$ cat src/rtl/cpu_pkg.sv
// Shared types and constants for the instruction-sequencing controller:
// state encoding, opcodes, ALU selects and the per-state control decode.
package cpu_pkg;

    localparam int PC_W    = 7;
    localparam int IR_W    = 16;
    localparam int OP_W    = 4;
    localparam int DADDR_W = 8;
    localparam int RADDR_W = 4;
    localparam int ALU_W   = 3;

    typedef enum logic [3:0] {
        S_INIT   = 4'd0,
        S_FETCH  = 4'd1,
        S_DECODE = 4'd2,
        S_NOOP   = 4'd3,
        S_LOAD_A = 4'd4,
        S_LOAD_B = 4'd5,
        S_STORE  = 4'd6,
        S_ADD    = 4'd7,
        S_SUB    = 4'd8,
        S_HALT   = 4'd9
    } state_t;

    localparam logic [OP_W-1:0] OP_NOOP  = 4'h0;
    localparam logic [OP_W-1:0] OP_STORE = 4'h1;
    localparam logic [OP_W-1:0] OP_LOAD  = 4'h2;
    localparam logic [OP_W-1:0] OP_ADD   = 4'h3;
    localparam logic [OP_W-1:0] OP_SUB   = 4'h4;
    localparam logic [OP_W-1:0] OP_HALT  = 4'h5;

    localparam logic [ALU_W-1:0] ALU_NONE = 3'd0;
    localparam logic [ALU_W-1:0] ALU_ADD  = 3'd1;
    localparam logic [ALU_W-1:0] ALU_SUB  = 3'd2;

    typedef struct packed {
        logic [DADDR_W-1:0] d_addr;
        logic               d_wr;
        logic               rf_s;
        logic [RADDR_W-1:0] w_addr;
        logic               w_en;
        logic [RADDR_W-1:0] ra_addr;
        logic [RADDR_W-1:0] rb_addr;
        logic [ALU_W-1:0]   alu_s;
        logic               halted;
    } ctrl_t;

    // Unused opcodes fall through to NOOP.
    function automatic state_t opcode_state(input logic [OP_W-1:0] op);
        case (op)
            OP_STORE: return S_STORE;
            OP_LOAD:  return S_LOAD_A;
            OP_ADD:   return S_ADD;
            OP_SUB:   return S_SUB;
            OP_HALT:  return S_HALT;
            default:  return S_NOOP;
        endcase
    endfunction

    function automatic ctrl_t decode_ctrl(input state_t st, input logic [IR_W-1:0] ir);
        ctrl_t c;
        c = '0;
        case (st)
            S_LOAD_A: begin
                c.d_addr = ir[11:4];
                c.w_addr = ir[3:0];
            end
            S_LOAD_B: begin
                c.d_addr = ir[11:4];
                c.w_addr = ir[3:0];
                c.rf_s   = 1'b1;
                c.w_en   = 1'b1;
            end
            S_STORE: begin
                c.d_addr  = ir[7:0];
                c.ra_addr = ir[11:8];
                c.d_wr    = 1'b1;
            end
            S_ADD, S_SUB: begin
                c.ra_addr = ir[11:8];
                c.rb_addr = ir[7:4];
                c.w_addr  = ir[3:0];
                c.w_en    = 1'b1;
                c.alu_s   = (st == S_ADD) ? ALU_ADD : ALU_SUB;
            end
            S_HALT:  c.halted = 1'b1;
            default: ;
        endcase
        return c;
    endfunction

endpackage

$ cat src/rtl/pc_counter.sv
// 7-bit program counter with clear and increment; wraps naturally at 127.
module pc_counter
    import cpu_pkg::*;
(
    input  logic            clk,
    input  logic            rst,
    input  logic            clr,
    input  logic            inc,
    output logic [PC_W-1:0] pc
);

    logic [PC_W-1:0] pc_q;
    logic [PC_W-1:0] pc_d;

    always_comb begin
        pc_d = pc_q;
        if (clr) begin
            pc_d = '0;
        end else if (inc) begin
            pc_d = pc_q + PC_W'(1);
        end
    end

    always_ff @(posedge clk) begin
        if (rst) begin
            pc_q <= '0;
        end else begin
            pc_q <= pc_d;
        end
    end

    assign pc = pc_q;

endmodule

$ cat src/rtl/control_fsm.sv
// Multi-cycle instruction controller: fetch, decode and per-opcode execute
// states, driving DataPath and register-file control from registered flops.
module control_fsm
    import cpu_pkg::*;
(
    input  logic                Clk,
    input  logic                Reset,
    input  logic [IR_W-1:0]     IM_data,
    output logic [PC_W-1:0]     IM_addr,
    output logic [DADDR_W-1:0]  D_Addr,
    output logic                D_wr,
    output logic                RF_s,
    output logic [RADDR_W-1:0]  RF_W_addr,
    output logic                RF_W_en,
    output logic [RADDR_W-1:0]  RF_Ra_addr,
    output logic [RADDR_W-1:0]  RF_Rb_addr,
    output logic [ALU_W-1:0]    Alu_s0,
    output logic [IR_W-1:0]     IR_out,
    output logic [3:0]          State_out,
    output logic                Halted
);

    state_t          state_q, state_d;
    logic [IR_W-1:0] ir_q, ir_d;
    ctrl_t           ctrl_q, ctrl_d;
    logic            pc_clr;
    logic            pc_inc;
    logic [PC_W-1:0] pc;

    assign pc_clr = (state_q == S_INIT);
    assign pc_inc = (state_q == S_FETCH);

    pc_counter u_pc (
        .clk (Clk),
        .rst (Reset),
        .clr (pc_clr),
        .inc (pc_inc),
        .pc  (pc)
    );

    always_comb begin
        state_d = state_q;
        ir_d    = ir_q;
        case (state_q)
            S_INIT: begin
                state_d = S_FETCH;
                ir_d    = '0;
            end
            S_FETCH: begin
                state_d = S_DECODE;
                ir_d    = IM_data;
            end
            S_DECODE: state_d = opcode_state(ir_q[15:12]);
            S_LOAD_A: state_d = S_LOAD_B;
            S_HALT:   state_d = S_HALT;
            default:  state_d = S_FETCH;
        endcase
        // Controls are precomputed for the upcoming state so they leave a flop.
        ctrl_d = decode_ctrl(state_d, ir_d);
    end

    always_ff @(posedge Clk) begin
        if (Reset) begin
            state_q <= S_INIT;
            ir_q    <= '0;
            ctrl_q  <= '0;
        end else begin
            state_q <= state_d;
            ir_q    <= ir_d;
            ctrl_q  <= ctrl_d;
        end
    end

    assign IM_addr    = pc;
    assign D_Addr     = ctrl_q.d_addr;
    assign D_wr       = ctrl_q.d_wr;
    assign RF_s       = ctrl_q.rf_s;
    assign RF_W_addr  = ctrl_q.w_addr;
    assign RF_W_en    = ctrl_q.w_en;
    assign RF_Ra_addr = ctrl_q.ra_addr;
    assign RF_Rb_addr = ctrl_q.rb_addr;
    assign Alu_s0     = ctrl_q.alu_s;
    assign IR_out     = ir_q;
    assign State_out  = state_q;
    assign Halted     = ctrl_q.halted;

endmodule

$ cat config.mk
export PLATFORM = sky130hd
export DESIGN_NAME = control_fsm
export DESIGN_NICKNAME = d
export VERILOG_FILES = /design/src/rtl/cpu_pkg.sv /design/src/rtl/pc_counter.sv /design/src/rtl/control_fsm.sv
export SDC_FILE = /design/constraint.sdc
export NUM_CORES = 1
export LEC_CHECK = 0
export BUFFER_PORTS_ARGS = -buffer_cell sky130_fd_sc_hd__buf_4
export CORE_MARGIN = 4
export CORE_UTILIZATION = 43
export CTS_CLUSTER_DIAMETER = 200
export DETAILED_ROUTE_END_ITERATION = 12
export MAX_ROUTING_LAYER = met4
export PLACE_DENSITY = 0.74
export SLEW_MARGIN = 20
export SYNTH_ARGS = -nofsm -noshare
export SYNTH_HDL_FRONTEND = slang
export SYNTH_SLANG_ARGS = --single-unit
$ cat constraint.sdc
create_clock -name Clk -period 1.7 [get_ports Clk]
set_input_delay 0.34 -clock Clk [delete_from_list [all_inputs] [get_ports Clk]]
set_output_delay 0.34 -clock Clk [all_outputs]
set_load 0.05 [all_outputs]
# Word level (Yosys, flattened, before mapping)

Cells that the tools add are included.

Logic and storage cells: 52
Input port bits: 18
Flip-flop bits (word level): 54

Multiplexer cells: 9
Add/sub/neg operators: 1
Equal/unequal tests: 15
Reductions and logical operators: 11
Bitwise operators: 3

Operator list:

| kind                                          | count |
|---|---|
| case mux 16 bit (2 select lines)              | 1 |
| == test 4 x 3 -> 1 bit, second input constant | 7 |
| case mux 4 bit (5 select lines)               | 1 |
| case mux 4 bit (4 select lines)               | 1 |
| case mux 8 bit (2 select lines)               | 1 |
| == test 4 x 2 -> 1 bit, second input constant | 3 |
| == test 4 bit, second input constant          | 3 |
| OR reduction 2 bit                            | 6 |
| == test 4 x 1 -> 1 bit, second input constant | 2 |
| adder 7 x 1 -> 7 bit, second input constant   | 1 |
| OR reduction 3 bit                            | 2 |
| logical NOT 4 bit                             | 1 |
| 2-to-1 mux 1 bit                              | 4 |
| OR reduction 4 bit                            | 1 |
| NOT 1 bit                                     | 3 |
| 2-to-1 mux 2 bit                              | 1 |
| nonzero test 2 bit                            | 1 |

# Longest topological paths before layout

Depth in word-level cells: 7
Gate-level depth with buffers: 6
Depth with buffers taken out: 4

# By module

From an unflattened synthesis, not the netlist that was laid out.

Cell total of the unflattened synthesis: 212
Area total of the unflattened synthesis: 2,048.2 um^2

Modules (own cells, without submodules):

| module      | times used | area each (um^2) | cells an instance | seq. area each (um^2) |
|---|---|---|---|---|
| control_fsm | 1          | 1,765.4          | 181               | 920.9 |
| pc_counter  | 1          | 282.8            | 31                | 140.1 |

# Worst setup path after synthesis

No wires, ideal clock.

Path type: register to register
From: register ir_q[14] (netlist: IR_out[14])
To: register ctrl_q (netlist bit RF_W_addr[0])
Library setup time: 71 ps
Data arrival time: 1,902 ps
Stages on the path, launching flop included: 6
Period minus slack after synthesis: 1,974 ps
Setup slack: -274 ps
Path through: dfxtp_1 -> buf_4 -> or3b_1 -> or3_1 -> a21o_1 -> a21oi_1

Longest elaborated chain between the ends: 7
Elaborated cells between the ends (all ways): 14
Those cells by class: eq/ne (9); mux (2); bitwise (1); reduce/logical (2)

Ends and longest elaborated chain:

| what                                                    | RTL line          | source |
|---|---|---|
| from (decl)                                             | control_fsm.sv:24 | `logic [IR_W-1:0] ir_q, ir_d;` |
| from (signal assigned)                                  | control_fsm.sv:69 | `ir_q <= ir_d;` |
| == test 4 x 3 -> 1 bit, or another cell as far along    | cpu_pkg.sv:50     | `case (op)` |
| case mux 4 bit (5 select lines) *                       | cpu_pkg.sv:50     |  |
| case mux 4 bit (4 select lines) *                       | control_fsm.sv:44 | `case (state_q)` |
| == test 4 x 3 -> 1 bit or == test 4 bit (tied branches) | cpu_pkg.sv:63     | `case (st)` |
| OR reduction 4 bit (no line) *                          | n/a               |  |
| NOT 1 bit (no line) *                                   | n/a               |  |
| OR reduction 2 bit (no line) *                          | n/a               |  |
| to (signal assigned)                                    | control_fsm.sv:70 | `ctrl_q <= ctrl_d;` |
| to (decl)                                               | control_fsm.sv:25 | `ctrl_t ctrl_q, ctrl_d;` |

Mark *: on every way between the ends. The rest lies on a longest branch, timed or not.
A chain may end at the register's enable or synchronous reset.

# Worst setup path in the final report

From: register ir_q[15] (netlist: IR_out[15])
To: register ctrl_q (netlist bit RF_W_addr[0])

Same word-level chain as after synthesis.

==> impl_results.md <==
* CP Data Required Time at 1.94 ns
* Hold_buf cts at 0
* CP max-delay cell: or3b_4
* Post-synthesis net count at 219
* Die width at 75.2 um
* Initial antenna violation count at 0
* Die Ht at 75.2 um
* Critical path class: reg2reg
* Synth top area share at 54.6%
* Fin. Hold Viols at 0
* Final Slew Violations at 0
* Sw frac at 32.2%
* Filler Cell Count at 381
* Wire per inst at 15.2 um
* Drt first-iter violations at 123
* Clock share of power at 26.0%
* Critical Path AT at 1.88 ns
* Asr flop ratio synth at 0%
* Distinct cells, synth at 41
* Hold Path Cell Cnt at 3
* N_diodes at 0
* Area contributors post-synth: dfxtp_1 (55%), nor2_1 (6.0%), a22oi_1 (3.1%)
* Worst Setup Start Kind: flip-flop
* CP Launch Point: IR_out[15]
* Register area share after synthesis at 54.6%
* R2R cell count at 4
* CTS tree: built
* R2R Path End: RF_W_addr[0]
* Largest net degree at the start of global routing at 29
* Gp weighted congestion at 0.871
* Total GRT Usage at 18.6%
* Min Tclk post-route at 1.64 ns
* Syn_area_per_cell at 9.71 um2
* Crit path cell chain: or3b_4 > or3_4 > a21o_4 > a21oi_1
* Status: completed
* Sequential Area at 0.00108 mm2
* GRT overflow at 0
* Vias in the first global route at 1578
* Final #Nets at 298
* Synth warn at 0
* H-tree depth at 2
* Pre-CTS setup slack at 0.0474 ns
* Sequential Power Share at 50.4%
* Cell taking the most area after synthesis: dfxtp_1
* Share of layout cells above drive strength 1 at 40.4%
* Switching power at 0.866 mW
* CTS Buf Count at 5
* Total number of vias at 1755
* Inst Count DP at 321
* First-pass GRT wire length at 7690 um
* Max-cap viol count at 0
* # DRC at 0
* Setup TNS at 0 ns
* Die area at 0.00566 mm2
* Mapped Area at 0.00194 mm2
* DRT Pass-1 Iters at 4
* Internal power at 1.82 mW
* Hold/Removal Path Class: in2reg
* Syn Inst Count at 200
* Reg-to-reg setup timing slack at 0.06 ns
* Number of nets with antenna violations after routing at 0
* Total Routed Length at 5030 um
* Final WS setup at 0.0631 ns
* Final Non-Filler Cells at 332
* Launching point of the worst reg2reg path: IR_out[15]
* Clock sink count at 53
* Worst-path clk slew at 0.09 ns
* I/O Pins at 72
* Final worst path period share at 96.3%
* Starting density of the core at 44.6%
* Site row count at 24
* Hold Path End: IR_out[13]
* Ys flop type: dfxtp_1
* Latest clock arrival within the worst-skew pair at 0.30 ns
* Critical Path End Type: flip-flop
* Synth Area in Adders at 0.644%
* Power Dens Cells at 980 mW/mm2
* XOR/XNOR Fraction of Synth Area at 3.16%
* Crit Path Max Fanout at 8
* Core Box Area at 0.00435 mm2
* Final clock skew at 0.00328 ns
* Post-Synth Simple-Gate Area at 21.2%
* Multi-input logic area at 862 um2
* Final setup violation count at 0
* Leakage at 1.20 nW
* Port Buffers at 70
* Mux cell area share after synthesis at 0.515%
* Register bit total from synthesis at 53
* Compound-Gate Fraction of Synth Area at 15.7%
* Worst path max stage delay at 0.44 ns
* Max Clk Rate at 611 MHz
* Root buffer cell: clkbuf_8
* Hold wc startpoint: IM_data[13]
* Vias per Instance at 5.29
* Largest family of logic cells by synthesized area: simple AND/OR/NAND/NOR gates
* Combinational power share at 23.6%
* Clock Path Buffers at 2
* Dpl hpwl at 3580 um
* Final core utilization at 63.0%
* EDFF count, synth at 0
* Area growth syn-to-layout at 41.4%
* Peak supply drop at 0.661 mV
* Fin Hold WS at 0.297 ns
## per-layer routing
metal / routed length, um / GRT usage, % / part of all wire [%] / vias to the layer above
met3: 410 / 4.67 / 8.1 / 7
met1: 2190 / 23.3 / 43 / 808
met2: 2380 / 29.8 / 47 / 64
li1: - / - / - / 876
met4: 51 / 5.24 / 1.0 / 0
met5: 0 / - / 0 / -
## flip-flops by register name (all words and copies together) (netlist names)
| name | flops |
|---|---|
| RF_W_addr | 4 |
| State_out | 4 |
| RF_W_en | 1 |
| u_pc.pc | 7 |
| D_Addr | 8 |
| Halted | 1 |
| RF_s | 1 |
| D_wr | 1 |
| RF_Rb_addr | 4 |
| IR_out | 16 |
| Alu_s0 | 2 |
| RF_Ra_addr | 4 |
## power by group through the flow
stage	combinational [mW]	clock, mW	sequential (mW)
detailed placement	0.612	0	1.38
global route	0.684	0.772	1.36
floorplan	0.253	0	1.52
CTS	0.617	0.716	1.35
finish	0.635	0.699	1.36
global placement	0.606	0	1.38
## worst max-delay path, delay by kind of cell (launching register included)
family          cells  cell delay (ns)
flops               1             0.38
simple gates        2             0.80
compound gates      2             0.39
## cells in the final DEF, fill, tap and decap left out, drive strengths merged, types with 6 or more instances in the layout
cell | Yosys | routed
dfxtp | 53 | 53
a22oi | 8 | 8
buf | 9 | 86
a21oi | 9 | 9
nand2 | 7 | 7
nand3 | 6 | 6
nor2 | 31 | 31
clkbuf | 5 | 6
## how the worst max path moves through the flow
stage / endpoint / slack, ns / depth (start not counted)
final: RF_W_addr[0] / 0.06 / 4
after global routing: RF_W_addr[0] / -0.0008 / 4
after floorplan: D_Addr[4] / -0.003 / 5
after global placement: RF_W_addr[0] / 0.04 / 4
after detailed placement: RF_W_addr[3] / 0.05 / 4
after CTS: RF_W_addr[1] / 0.01 / 4
## area by class of cell
class                           count  area share (%)
Tap cell                           52            2.37
Multi-Input combinational cell    131            31.4
Clock buffer                        6            2.64
Sequential cell                    53            39.3
Timing Repair Buffer               86            23.5
Inverter                            2           0.273
Clock inverter                      2           0.501
## through the flow
stage          instance area (um2)  power (mW)
4_1_cts                       2680        2.69
6_report                      2750        2.69
3_5_place_dp                  2590        1.99
5_1_grt                       2750        2.82
2_1_floorplan                 1970        1.77
3_3_place_gp                  2590        1.99
## Yosys cell counts (all sizes together) (2+ instances only)
cell type / n
a22oi: 8
o21bai: 2
nor2: 31
nand3: 6
o21ai: 2
nand4: 4
nor3: 5
nor4b: 3
a21oi: 9
dfxtp: 53
inv: 2
or3: 2
nor2b: 2
xor2: 5
nand2b: 5
o22ai: 5
nand2: 7
o32ai: 4
buf: 9
xnor2: 2
o41ai: 2
and3: 5
o31a: 4
clkbuf: 5
a31oi: 5
## repair_timing
item,4_1_cts,5_1_grt
endpoints found under the hold margin,0,0
setup endpoints to repair,1,15
setup buffers,0,3
resized for setup,1,8
pin swaps,0,0
## cells by family (layout without fill, tap and decap cells)
kind of cell,count (synthesis),in the layout
adders and majority gates,1,1
muxes,1,1
AOI/OAI and AO/OA,44,44
and+or+nand+nor,77,77
buffers and inverters,16,96
other,1,1
DFF,53,53
xor gates and xnor gates,7,7
Power figures use the tool's default switching activity.
